File: src/rtl/hazard_ctrl.sv
// Pipeline hazard unit: operand forwarding, load/branch stalls, multi-cycle MEM loads, syscall drain.
// Define HAZARD_BRANCH_FWD_EN to forward the M stage into the decode branch comparator.
module hazard_ctrl #(
    parameter int REG_W    = 5,
    parameter int LOAD_LAT = 1
) (
    input  logic             clk,
    input  logic             rst,
    input  logic [REG_W-1:0] RsD,
    input  logic [REG_W-1:0] RtD,
    input  logic             BranchD,
    input  logic             syscallD,
    input  logic [REG_W-1:0] RsE,
    input  logic [REG_W-1:0] RtE,
    input  logic [REG_W-1:0] WriteRegE,
    input  logic             MemtoRegE,
    input  logic             RegWriteE,
    input  logic [REG_W-1:0] WriteRegM,
    input  logic             MemtoRegM,
    input  logic             RegWriteM,
    input  logic [REG_W-1:0] WriteRegW,
    input  logic             RegWriteW,
    output logic             StallF,
    output logic             StallD,
    output logic             StallEM,
    output logic             FlushE,
    output logic [1:0]       ForwardAE,
    output logic [1:0]       ForwardBE,
    output logic             ForwardAD,
    output logic             ForwardBD,
    output logic             syscall_go,
    output logic [15:0]      stall_count
);

    typedef enum logic [1:0] {
        IDLE  = 2'd0,
        DRAIN = 2'd1,
        FIRE  = 2'd2,
        PASS  = 2'd3
    } sys_state_t;

    localparam logic [1:0] MCNT_LAST = 2'(LOAD_LAT - 1);

    sys_state_t  state_q, state_d;
    logic [1:0]  mcnt_q, mcnt_d;
    logic [15:0] stall_count_q, stall_count_d;

    logic lw_stall;
    logic branch_stall;
    logic mem_stall;
    logic e_hits_d;
    logic m_hits_d;
    logic sys_stall;

    always_comb begin
        ForwardAE = 2'b00;
        ForwardBE = 2'b00;
        if (RsE != '0 && RsE == WriteRegM && RegWriteM)
            ForwardAE = 2'b10;
        else if (RsE != '0 && RsE == WriteRegW && RegWriteW)
            ForwardAE = 2'b01;
        if (RtE != '0 && RtE == WriteRegM && RegWriteM)
            ForwardBE = 2'b10;
        else if (RtE != '0 && RtE == WriteRegW && RegWriteW)
            ForwardBE = 2'b01;
    end

    assign e_hits_d = (WriteRegE != '0) && (WriteRegE == RsD || WriteRegE == RtD);
    assign m_hits_d = (WriteRegM != '0) && (WriteRegM == RsD || WriteRegM == RtD);
    assign lw_stall = MemtoRegE && e_hits_d;

`ifdef HAZARD_BRANCH_FWD_EN
    assign ForwardAD    = (RsD != '0) && (RsD == WriteRegM) && RegWriteM;
    assign ForwardBD    = (RtD != '0) && (RtD == WriteRegM) && RegWriteM;
    assign branch_stall = BranchD && ((RegWriteE && e_hits_d) || (MemtoRegM && m_hits_d));
`else
    // No comparator bypass: any pending M-stage write to a branch source must settle first.
    assign ForwardAD    = 1'b0;
    assign ForwardBD    = 1'b0;
    assign branch_stall = BranchD && ((RegWriteE && e_hits_d) || (MemtoRegM && m_hits_d)
                                      || (RegWriteM && m_hits_d));
`endif

    assign mem_stall = MemtoRegM && (mcnt_q != MCNT_LAST);
    assign sys_stall = (state_q == DRAIN) || (state_q == FIRE);

    always_comb begin
        state_d    = state_q;
        syscall_go = 1'b0;
        case (state_q)
            IDLE: begin
                if (syscallD && !lw_stall && !branch_stall && !mem_stall)
                    state_d = DRAIN;
            end
            DRAIN: begin
                if (!RegWriteE && !RegWriteM && !RegWriteW)
                    state_d = FIRE;
            end
            FIRE: begin
                syscall_go = !rst;
                state_d    = PASS;
            end
            PASS: begin
                state_d = IDLE;
            end
            default: state_d = IDLE;
        endcase
    end

    // A multi-cycle load freezes everything downstream of fetch and suppresses bubbles.
    always_comb begin
        StallF  = 1'b0;
        StallD  = 1'b0;
        StallEM = 1'b0;
        FlushE  = 1'b0;
        if (!rst) begin
            if (mem_stall) begin
                StallF  = 1'b1;
                StallD  = 1'b1;
                StallEM = 1'b1;
            end else begin
                StallF = lw_stall || branch_stall || sys_stall;
                StallD = StallF;
                FlushE = StallF;
            end
        end
    end

    always_comb begin
        mcnt_d        = mem_stall ? (mcnt_q + 2'd1) : 2'd0;
        stall_count_d = stall_count_q;
        if (StallF && stall_count_q != 16'hFFFF)
            stall_count_d = stall_count_q + 16'd1;
    end

    always_ff @(posedge clk) begin
        if (rst) begin
            state_q       <= IDLE;
            mcnt_q        <= 2'd0;
            stall_count_q <= 16'd0;
        end else begin
            state_q       <= state_d;
            mcnt_q        <= mcnt_d;
            stall_count_q <= stall_count_d;
        end
    end

    assign stall_count = stall_count_q;

endmodule

File: config.mk
export PLATFORM = sky130hd
export DESIGN_NAME = hazard_ctrl
export DESIGN_NICKNAME = d
export VERILOG_FILES = /design/src/rtl/hazard_ctrl.sv
export SDC_FILE = /design/constraint.sdc
export NUM_CORES = 1
export LEC_CHECK = 0
export ABC_AREA = 1
export CAP_MARGIN = 20
export CORE_MARGIN = 2
export CORE_UTILIZATION = 30
export CTS_CLUSTER_SIZE = 12
export DETAILED_ROUTE_END_ITERATION = 16
export GPL_TIMING_DRIVEN = 0
export PLACE_DENSITY_LB_ADDON = 0.05
export SYNTH_ARGS = -nofsm -noshare
export SYNTH_HDL_FRONTEND = slang
export SYNTH_SLANG_ARGS = --single-unit
File: constraint.sdc
create_clock -name clk -period 2.1 [get_ports clk]
set_input_delay 0.42 -clock clk [delete_from_list [all_inputs] [get_ports clk]]
set_output_delay 0.42 -clock clk [all_outputs]
set_load 0.02 [all_outputs]
# Yosys cells after proc, flatten, opt, wreduce, memory -nomap -nowiden
# Index checks and enable logic that the tools add are counted.
# totals
regBits	20
latchBits	0
ram_bits	0
romBits	0
in_bits	44
elab_cells	78
mem_count	0
# classes
add_sub_neg	2
mul	0
n_div	0
magnitude_cmp	0
n_eq_ne	14
shift	0
n_mux	14
bitwise	1
n_reduce_logical	44
# op_table
cell	count
$eq 5x5->1	8
$logic_and 1x1->1	22
$reduce_bool 5->1	4
$add 16x1->16 const B	1
$ne 16x16->1 const B	1
$mux 1	9
$mux 2	4
$pmux 2 s4	1
$logic_not 1->1	7
$logic_or 1x1->1	7
$eq 2x2->1 const B	2
$add 2x1->2 const B	1
$eq 2x1->1 const B	1
$logic_not 2->1	1
$ne 2x1->1 const B	1
$ne 2x2->1 const B	1
$reduce_and 2->1	1
$reduce_bool 2->1	1
$reduce_or 2->1	1
$not 1->1	1

# Longest topological paths before layout
# logic_depth
depth_word	12
ltp_mapped	13
ltp_nobuf	13

# Worst setup path before layout
# OpenSTA, ideal clock, no wires.
# synth_path
path_type	in2out
from	input port WriteRegM[3]
to	output port ForwardAE[0]
arrival_time_ps	1799
setup_slack_ps	-119
stages	7
n_path_buf	0
path_cell_list	inv_2 nand2_1 o21ai_1 nor3b_1 o2111ai_1 nor4_1 nor2_1
# synth_via
elab_chain_cells	4
# synth_rtl
element	line	rtl
from (decl)	18	input logic [REG_W-1:0] WriteRegM,
$eq 5x5->1	58	if (RsE != '0 && RsE == WriteRegM && RegWriteM)
$logic_and 1x1->1 (2 in a row)	58	
$mux 2	58	
to (decl)	27	output logic [1:0] ForwardAE,
# No other way between the ends.

# Final worst setup path
# layout_path
from	register state_q[0]
to	output port syscall_go
# layout_via
elab_chain_cells	2
# layout_rtl
element	line	rtl
from (decl)	44	sys_state_t state_q, state_d;
from (signal assigned)	142	state_q <= state_d;
$eq 2x2->1	90	case (state_q)
$mux 1	90	
to (decl)	31	output logic syscall_go,
# No other way between the ends.

==> reports/results.txt <==
DP HPWL: 4.72 mm
Sink Count: 20
Synth Flop Type: dfxtp_1
Post-place instance area: 2760 µm²
CTS tree: done
Top cells by count, synth: nand2_1, nor2_1, inv_1
Number of global-route vias before repair: 2198
Vias/cell: 4.65
Post-route ant nets: 0
P&R area growth vs syn: 42.9%
Final core utilization: 44.3%
DRT Wirelength: 6.02 mm
Worst-path clk slew: 0.08 ns
Die Wd: 85.3 µm
Hold Vio Cnt, Final: 0
Seq pwr share: 28.7%
Ports: 71
Startpoint types: flip-flop
Initial antenna violation count: 0
VDD IR-drop max: 0.000403 V
Clk_lat worst skew: 0.26 ns
# diodes: 0
Logic gate share of total power: 52.4%
Worst hold margin: 0.416 ns
Seq cells post-synth: 20
CTS buffer count: 3
Min Tclk post-route: 2.03 ns
Die height: 85.3 µm
Async SR Flop Fraction: 0%
Area contributors post-synth: dfxtp_1, nand2_1, xor2_1
Crit path required time: 1.68 ns
Area of the multi-input gates: 1420 µm²
Leakage: 1.31 nW
Slew Viols, Final: 0
Number of port buffers: 66
Post-Syn Instances: 315
Switching power: 0.000649 W
Worst Clk Skew: 0.00414 ns
Die Area: 7270 µm²
Residual DRC: 0
Synthesized area: 1980 µm²
Max Buffers Root-to-Sink: 2
Final instance area: 2830 µm²
First-pass GRT wire length: 10.2 mm
Layout cell share with drive strength beyond 1: 23.7%
Leading area contributor after synthesis: dfxtp_1
Top cell type's share of synthesized area: 20.2%
All-layer global routing usage: 17.1%
Routability cong.: 0.810
Final setup violation count: 0
Clock share of power: 18.9%
Setup WS post-layout: 0.0701 ns
Fill cells: 715
Core area: 6390 µm²
Fin crit share: 96.7%
Fmax achieved: 0.493 GHz
Nets@finish: 447
Seq/Total Area, Yosys: 20.2%
FF+latch area: 404 µm²
Netlist cell types: 32
Layout Cells excl Fill: 473
CP Class: flip-flop to primary output
Slew @ Worst Pin: 0.576 ns
Max Cap Violations: 0
Placed cells: 459
Vias post-DR: 2198
Cts-stage hold buffer count: 0
Starting density of the core: 31.0%
Switching Fraction: 41.1%
Avg Cell Area, Syn: 6.29 µm²
Gr ovfl total: 0
Worst Hold Class: flip-flop to flip-flop
Critical Path AT: 1.61 ns
Crit-path max FO: 3
Site row count: 29
Status: finished clean
EDFF count, synth: 0
CTS H-tree lvls: 1
Most common cell in the synthesized netlist: nand2_1
Pwr dens: 558 nW/µm²
Worst Setup End Kind: primary output
YS warnings: 0
DRT Pass-1 Iters: 4
Int Power: 0.000931 W
WL/cell: 12.7 µm
Pre-CTS setup slack: -0.995 ns
Pin count of the biggest net entering global routing: 12
Drt first-iter violations: 34
Root Driver: clkbuf_8
Rel. slew slack: 61.3%
## stage by stage
stage | TNS (ns) | total power [W]
floorplan | 0 | 0.000955
global placement | -11.38 | 0.00126
detailed placement | -11.66 | 0.00127
CTS | 0 | 0.00159
global route | -0.000542 | 0.00172
finish | 0 | 0.00158
## worst paths after layout
kind                  startpoint        endpoint  slack (ns)  depth (start not counted)
setup / recovery      state_q[0]      syscall_go        0.07                          5
hold / removal         mcnt_q[0]       mcnt_q[0]        0.42                          1
setup reg to reg  stall_count[0]  stall_count[4]        0.15                          9
hold reg to reg        mcnt_q[0]       mcnt_q[0]        0.42                          1
## critical path: stages, from the launching register on
cell and delay [ns]:
dfxtp_2 0.33, inv_1 0.11, ha_1 0.18, inv_1 0.04, nor2_1 0.08, clkdlybuf4s50_1 0.61
## sequential cells by signal (all words and copies together) (netlist names)
register	flops
mcnt_q	2
stall_count	16
state_q	2
## timing repair
item	4_1_cts	5_1_grt
pin swaps	16	20
resized for setup	113	46
buffers inserted	5	5
cloned	0	0
setup endpoints to repair	20	17
## layer usage
metal  global-route usage (%)  share of wire, %  vias to the layer above
li1                         -                 -                     1182
met1                     22.5                46                      969
met2                     29.5                48                       43
met3                     2.04               4.9                        4
met4                     4.62              0.83                        0
met5                        0                 0                        -
## cell families (layout without fill, tap and decap cells)
group | after synthesis | in the layout | share of synthesized area [%]
xor gates and xnor gates | 33 | 33 | 14.6
buffers and inverters | 54 | 134 | 11.6
other | 1 | 2 | 0.189
AOI/OAI and AO/OA | 28 | 28 | 9.53
and+or+nand+nor | 173 | 173 | 40.2
DFF | 20 | 20 | 20.2
adders and majority gates | 6 | 6 | 3.79
## layout make-up
type	instances	area share (%)
multi-input cells	242	50.2
repair buffers	76	21.7
flip-flops and latches	20	14.3
inverters	44	6.10
well taps	77	3.40
plain buffers	10	2.43
clock buffers	4	1.94
## power by group through the flow
stage	logic, W	registers, W	clock network, W
global route	0.000929	0.000461	0.000333
floorplan	0.000488	0.000468	0
finish	0.000828	0.000454	0.000299
detailed placement	0.000808	0.000458	0
CTS	0.000827	0.000448	0.000319
global placement	0.000804	0.000457	0
## layout by cell type, fill, tap and decap left out, types with 3 or more instances in the layout
| cell type | synthesis | final |
|---|---|---|
| nand2_1 | 77 | 72 |
| nor2_1 | 43 | 40 |
| inv_1 | 37 | 36 |
| xor2_1 | 21 | 21 |
| buf_4 | 3 | 19 |
| clkdlybuf4s50_1 | 0 | 19 |
| nand3_1 | 18 | 17 |
| nand4_1 | 17 | 17 |
| dfxtp_1 | 20 | 17 |
| clkbuf_2 | 0 | 15 |
| dlygate4sd2_1 | 0 | 14 |
| a21oi_2 | 9 | 11 |
| xnor2_1 | 12 | 11 |
| buf_2 | 3 | 8 |
| nand2_2 | 3 | 7 |
| a21oi_1 | 9 | 7 |
| nor3_1 | 6 | 6 |
| ha_1 | 6 | 6 |
| inv_2 | 7 | 5 |
| clkbuf_8 | 0 | 4 |
| inv_4 | 0 | 3 |
| o21ai_1 | 2 | 3 |
| nor2_2 | 0 | 3 |
| dfxtp_2 | 0 | 3 |
(Power assumes the default switching activity.)
